===== src/rtl/iic_xfer_sequencer.sv =====
`default_nettype none
// ============================================================================
// Module   : iic_xfer_sequencer
// Purpose  : Sequences I2C address/command/data byte slots for a bit engine.
//            Optional watchdog when IIC_SEQ_TIMEOUT_EN is defined.
// Revision : 1.0 - initial release
// ============================================================================
module iic_xfer_sequencer #(
    parameter logic [6:0] DEV_ADDR = 7'b1010000,
    parameter int         CMD_LEN  = 1,
    parameter int         MAX_LEN  = 16,
    parameter int         LEN_W    = 8,
    parameter int         TIMEOUT  = 1000
) (
    input  logic                 clk,
    input  logic                 rst,
    input  logic                 trig,
    input  logic                 is_read,
    input  logic [CMD_LEN*8-1:0] cmd,
    input  logic [LEN_W-1:0]     len,
    input  logic [7:0]           wr_data,
    input  logic                 wr_valid,
    output logic                 wr_ready,
    output logic [7:0]           byte_data,
    output logic                 byte_valid,
    output logic                 byte_start,
    output logic                 byte_stop,
    output logic                 byte_rd,
    output logic                 byte_nack,
    input  logic                 byte_ready,
    input  logic [7:0]           rx_data,
    input  logic                 rx_valid,
    output logic [7:0]           rd_data,
    output logic                 rd_valid,
    output logic                 busy,
    output logic                 done,
    output logic                 err
);

    localparam logic [2:0] IDLE    = 3'd0;
    localparam logic [2:0] ADDR_W  = 3'd1;
    localparam logic [2:0] CMD     = 3'd2;
    localparam logic [2:0] DATA_W  = 3'd3;
    localparam logic [2:0] ADDR_R  = 3'd4;
    localparam logic [2:0] DATA_R  = 3'd5;
    localparam logic [2:0] WAIT_RX = 3'd6;
    localparam logic [2:0] FINISH  = 3'd7;

    localparam logic [LEN_W-1:0] C_ONE     = LEN_W'(1);
    localparam logic [LEN_W-1:0] C_CMD_END = LEN_W'(CMD_LEN - 1);
    localparam logic [LEN_W:0]   C_MAX_LEN = (LEN_W + 1)'(MAX_LEN);

    logic [2:0]           r_state;
    logic [LEN_W-1:0]     r_cnt;
    logic [LEN_W-1:0]     r_len;
    logic [LEN_W-1:0]     r_rx_cnt;
    logic [CMD_LEN*8-1:0] r_cmd;
    logic                 r_is_read;
    logic                 r_err;
    logic                 r_rd_valid;
    logic [7:0]           r_rd_data;

    logic w_hs;
    logic w_last;
    logic w_len_ok;
    logic w_rx_hit;
    logic w_wd_fire;

    assign w_hs     = byte_valid & byte_ready;
    assign w_last   = (r_cnt == r_len - C_ONE);
    assign w_len_ok = (len != '0) && ({1'b0, len} <= C_MAX_LEN);
    assign w_rx_hit = rx_valid && ((r_state == DATA_R) || (r_state == WAIT_RX));

`ifdef IIC_SEQ_TIMEOUT_EN
    localparam int WD_W = $clog2(TIMEOUT + 1);

    logic [WD_W-1:0] r_wd;
    logic            w_wd_run;

    // Counts stalled-slot cycles and rx-wait cycles; any progress restarts it.
    assign w_wd_run  = (byte_valid && !byte_ready) || (r_state == WAIT_RX);
    assign w_wd_fire = w_wd_run && (r_wd == WD_W'(TIMEOUT - 1));

    always_ff @(posedge clk) begin
        if (rst || !w_wd_run || w_hs || rx_valid || w_wd_fire) begin
            r_wd <= '0;
        end else begin
            r_wd <= r_wd + 1'b1;
        end
    end
`else
    assign w_wd_fire = 1'b0;
`endif

    always_ff @(posedge clk) begin
        if (rst) begin
            r_state    <= IDLE;
            r_cnt      <= '0;
            r_len      <= '0;
            r_rx_cnt   <= '0;
            r_cmd      <= '0;
            r_is_read  <= 1'b0;
            r_err      <= 1'b0;
            r_rd_valid <= 1'b0;
            r_rd_data  <= 8'h00;
        end else begin
            r_err      <= 1'b0;
            r_rd_valid <= w_rx_hit;
            if (w_rx_hit) begin
                r_rd_data <= rx_data;
                r_rx_cnt  <= r_rx_cnt + C_ONE;
            end
            if (w_wd_fire) begin
                r_state <= IDLE;
                r_err   <= 1'b1;
            end else begin
                case (r_state)
                    IDLE: begin
                        if (trig) begin
                            if (w_len_ok) begin
                                r_state   <= ADDR_W;
                                r_cnt     <= '0;
                                r_rx_cnt  <= '0;
                                r_len     <= len;
                                r_cmd     <= cmd;
                                r_is_read <= is_read;
                            end else begin
                                r_err <= 1'b1;
                            end
                        end
                    end
                    ADDR_W: begin
                        if (w_hs) begin
                            r_state <= CMD;
                            r_cnt   <= '0;
                        end
                    end
                    CMD: begin
                        if (w_hs) begin
                            r_cmd <= r_cmd << 8;
                            if (r_cnt == C_CMD_END) begin
                                r_state <= r_is_read ? ADDR_R : DATA_W;
                                r_cnt   <= '0;
                            end else begin
                                r_cnt <= r_cnt + C_ONE;
                            end
                        end
                    end
                    DATA_W: begin
                        if (w_hs) begin
                            if (w_last) begin
                                r_state <= FINISH;
                            end else begin
                                r_cnt <= r_cnt + C_ONE;
                            end
                        end
                    end
                    ADDR_R: begin
                        if (w_hs) begin
                            r_state <= DATA_R;
                            r_cnt   <= '0;
                        end
                    end
                    DATA_R: begin
                        if (w_hs) begin
                            if (w_last) begin
                                r_state <= WAIT_RX;
                            end else begin
                                r_cnt <= r_cnt + C_ONE;
                            end
                        end
                    end
                    WAIT_RX: begin
                        if (r_rx_cnt == r_len) begin
                            r_state <= FINISH;
                        end
                    end
                    default: begin
                        r_state <= IDLE;
                    end
                endcase
            end
        end
    end

    // Slot fields are pure decodes of state, so they hold while stalled.
    always_comb begin
        byte_data  = 8'h00;
        byte_valid = 1'b0;
        byte_start = 1'b0;
        byte_stop  = 1'b0;
        byte_rd    = 1'b0;
        byte_nack  = 1'b0;
        wr_ready   = 1'b0;
        case (r_state)
            ADDR_W: begin
                byte_data  = {DEV_ADDR, 1'b0};
                byte_valid = 1'b1;
                byte_start = 1'b1;
            end
            CMD: begin
                byte_data  = r_cmd[CMD_LEN*8-1 -: 8];
                byte_valid = 1'b1;
            end
            DATA_W: begin
                byte_data  = wr_data;
                byte_valid = wr_valid;
                byte_stop  = w_last;
                wr_ready   = wr_valid & byte_ready;
            end
            ADDR_R: begin
                byte_data  = {DEV_ADDR, 1'b1};
                byte_valid = 1'b1;
                byte_start = 1'b1;
            end
            DATA_R: begin
                byte_data  = 8'hff;
                byte_valid = 1'b1;
                byte_rd    = 1'b1;
                byte_nack  = w_last;
                byte_stop  = w_last;
            end
            default: begin
            end
        endcase
    end

    assign busy     = (r_state != IDLE);
    assign done     = (r_state == FINISH);
    assign err      = r_err;
    assign rd_valid = r_rd_valid;
    assign rd_data  = r_rd_data;

endmodule
`default_nettype wire


===== config.mk =====
export PLATFORM = sky130hd
export DESIGN_NAME = iic_xfer_sequencer
export DESIGN_NICKNAME = d
export VERILOG_FILES = /design/src/rtl/iic_xfer_sequencer.sv
export SDC_FILE = /design/constraint.sdc
export NUM_CORES = 1
export LEC_CHECK = 0
export ABC_AREA = 1
export BUFFER_PORTS_ARGS = -buffer_cell sky130_fd_sc_hd__buf_2
export CORE_ASPECT_RATIO = 1.2
export CORE_UTILIZATION = 50
export CTS_CLUSTER_DIAMETER = 60
export CTS_CLUSTER_SIZE = 16
export DETAILED_ROUTE_END_ITERATION = 10
export PLACE_DENSITY = 0.78
export SLEW_MARGIN = 10
export SYNTH_ARGS = -nofsm -noshare
export SYNTH_HDL_FRONTEND = slang
export SYNTH_SLANG_ARGS = --single-unit
export TNS_END_PERCENT = 20

===== constraint.sdc =====
create_clock -name clk -period 2.95 [get_ports clk]
set_input_delay 0.4425 -clock clk [delete_from_list [all_inputs] [get_ports clk]]
set_output_delay 0.4425 -clock clk [all_outputs]
set_load 0.01 [all_outputs]

==> results.md <==
* Worst VDD drop at 0.000441 V
* Routed vias/inst at 5.09
* TritonCTS clock tree: built
* Startpoint Class: register
* R2R Path End: r_cnt[1]
* Slew Viols, Final at 0
* Routed len/inst at 11.6 um
* I/O pins at 65
* Clock skew at 0.00607 ns
* Global-route wire length before repair at 11.1 mm
* Syn_nets at 457
* CTS resizes at 0
* Syn avg cell area at 6.64 um^2
* Clk root buf: clkbuf_8
* Die Wd at 69.7 um
* Worst Path Class, Setup: reg2out
* Outcome: finished, final reports clean
* Ratio of cells with drive above 1 in the final layout at 23.4%
* CP Capture Type: output pin
* Clk pin slew, worst setup/hold paths at 0.09 ns
* Via count at 2731
* DRT iter0 DRCs at 119
* Port Buffers at 64
* Leakage at 1.57 nW
* Register-to-Register Path Depth at 12
* Post-route ant nets at 0
* Max transition margin at 57.4%
* N_diodes at 0
* Layout Nets at 517
* Largest net degree at the start of global routing at 22
* Final setup TNS at 0 ns
* Grt ovf at 0
* Drt drc at 0
* Max Root-Sink Buffers at 2
* Min-Delay Path Class: in2reg
* Min-delay src: rx_data[7]
* Worst skew pair latency at 0.31 ns
* RSZ-0062 raised after global routing: false
* Post-synthesis cell type count at 32
* Die Y at 83.2 um
* Pre-Repair DR Iteration Count at 5
* Syn Inst Count at 414
* Final min period at 2.37 ns
* Seq cells post-synth at 46
* Initial antenna violation count at 0
* Row count at 29
* Post-DP HPWL at 4.82 mm
* R2r setup slk at 0.95 ns
* Max-cap violation count at 0
* Initial Utilization at 51.9%
* CTS buffer count at 5
* Seq/Total Area, Yosys at 33.5%
* Slew at the pin closest to its max-slew limit at 0.632 ns
* F_max at 421 MHz
* Period utilization at 80.5%
* PwrDens at 657 mW/mm^2
* Area contributors post-synth: dfxtp_1, nand2_1, nor2_1
* Final wirelength at 6.24 mm
* Post-Place Setup Slack at 0.920 ns
* Fin. Hold Viols at 0
* Final critical-path setup slack at 0.577 ns
* Area Growth Syn to Fin at 16.9%
* Worst Setup SP: r_len[0]
* Final setup fails at 0
* CTS H-tree depth at 2
* Core ar. at 0.00530 mm^2
* Vias in the first global route at 2578
* Post-CTS Setup Inserts at 0
* Routability cong. at 0.855
* Die footprint at 0.00580 mm^2
* Hold-fix buffers at CTS at 0
* Post-Syn Area at 0.00275 mm^2
* GRT Util Overall at 23.3%
* Hold EP: rd_data[7]
* Clock sink count at 46
* Worst Hold Depth at 3
* Largest fanout on the critical path at 7
* Arr. time, crit path at 1.93 ns
* Yosys warnings at 0
* Yosys top cell by area: dfxtp_1
* Reg2Reg Launch Point: r_state[2]
* Share of the synthesized area in the top cell type at 33.5%
* Worst EP required at 2.51 ns
[per-layer routing]
| metal | share of wire (%) | vias up | routed length (um) | track usage [%] |
|---|---|---|---|---|
| li1 | - | 1436 | - | - |
| met3 | 5.0 | 9 | 314 | 4.73 |
| met1 | 44 | 1203 | 2750 | 27.9 |
| met2 | 49 | 83 | 3070 | 40.5 |
| met5 | 0 | - | 0 | 0 |
| met4 | 1.7 | 0 | 104 | 8.91 |
[layout by cell type (no fill, tap or decap), types with 2 or more instances in the layout]
master / count
xor2_1: 12
nor2_4: 2
inv_2: 5
a21oi_1: 19
xnor2_1: 11
clkbuf_8: 5
nand3_1: 35
nor3_2: 2
nor2_2: 5
a22oi_1: 7
dfxtp_1: 46
nand2_2: 13
nor2_1: 61
inv_1: 46
inv_6: 3
nand4_1: 5
nor3_1: 5
ha_1: 4
o21ai_0: 18
a21oi_2: 7
buf_2: 64
nand2_1: 91
[metrics by stage]
step | hold WS, ns | total power, mW | cells | utilization [%] | instance area, um^2
final | 0.352 | 2.11 | 537 | 60.7 | 3210
after floorplan | 0.445 | 1.40 | 414 | - | 2750
after global placement | 0.455 | 1.61 | 529 | 58.5 | 3100
after detailed placement | 0.456 | 1.63 | 529 | 58.5 | 3100
after CTS | 0.340 | 2.13 | 537 | 60.7 | 3210
after global routing | 0.346 | 2.30 | 537 | 60.7 | 3210
[state kept, by name, indices dropped and copies added (netlist names)]
register	cells
r_cnt	8
err	1
r_rx_cnt	8
r_cmd	8
r_len	8
rd_valid	1
r_is_read	1
r_state	3
rd_data	8
[synth_stat cells]
master	number
a21oi_1	19
dfxtp_1	46
inv_2	5
clkbuf_2	1
nand3_1	35
nor3_1	5
nor2_2	5
o21ai_0	18
nand4_1	5
nor2_1	61
buf_1	1
nor3_2	2
inv_1	46
xnor2_1	11
nand2_1	91
nand2_2	13
nor3b_1	1
xor2_1	12
buf_2	2
nor4_1	1
a31oi_2	1
ha_1	4
a21oi_2	7
nand3_2	1
o21bai_1	1
a211oi_1	1
buf_6	1
a22oi_1	7
inv_6	1
nor2_4	2
clkbuf_1	7
nand2_4	1
[power breakdown]
| group | leakage [nW] | total [mW] | internal, mW | switching, mW |
|---|---|---|---|---|
| sequential | 0.372 | 0.743 | 0.685 | 0.0582 |
| clock | 0.0591 | 0.489 | 0.259 | 0.231 |
| combinational | 1.14 | 0.880 | 0.308 | 0.573 |
[logic make-up (layout without fill, tap and decap cells)]
family | after synthesis | in the layout | synth area share, %
AO/OA/AOI/OAI | 54 | 54 | 11.9
XOR/XNOR | 23 | 23 | 7.33
adder cells (fa/ha/maj) | 4 | 4 | 1.82
buffers and inverters | 64 | 125 | 9.34
flip-flops | 46 | 46 | 33.5
AND/OR/NAND/NOR | 223 | 223 | 36.1
[worst max path at each step]
stage	slack [ns]	cells past startpoint	end
global route	0.34	11	byte_stop
global placement	0.95	8	r_rx_cnt[1]
detailed placement	0.92	8	r_rx_cnt[1]
floorplan	1.12	10	byte_stop
CTS	0.57	12	byte_stop
finish	0.58	11	byte_stop
[worst max-delay path, cell delays in order, from the launching register on]
cell     delay [ns]
dfxtp_1        0.37
inv_1          0.12
ha_1           0.32
inv_1          0.04
nand2_1        0.05
nand2_1        0.04
nor2_1         0.10
nand4_1        0.10
nor2_1         0.13
nand3_1        0.15
inv_1          0.07
buf_2          0.13
[final cells by class]
class                   instances  area (um^2)
clock inverters                 3         47.5
fillers                       500         2080
multi-input cells             304         1570
clock buffers                   5         68.8
inverters                      52          200
repair buffers                 65          328
well taps                      62         77.6
flip-flops and latches         46          921
Power figures use the tool's default switching activity.
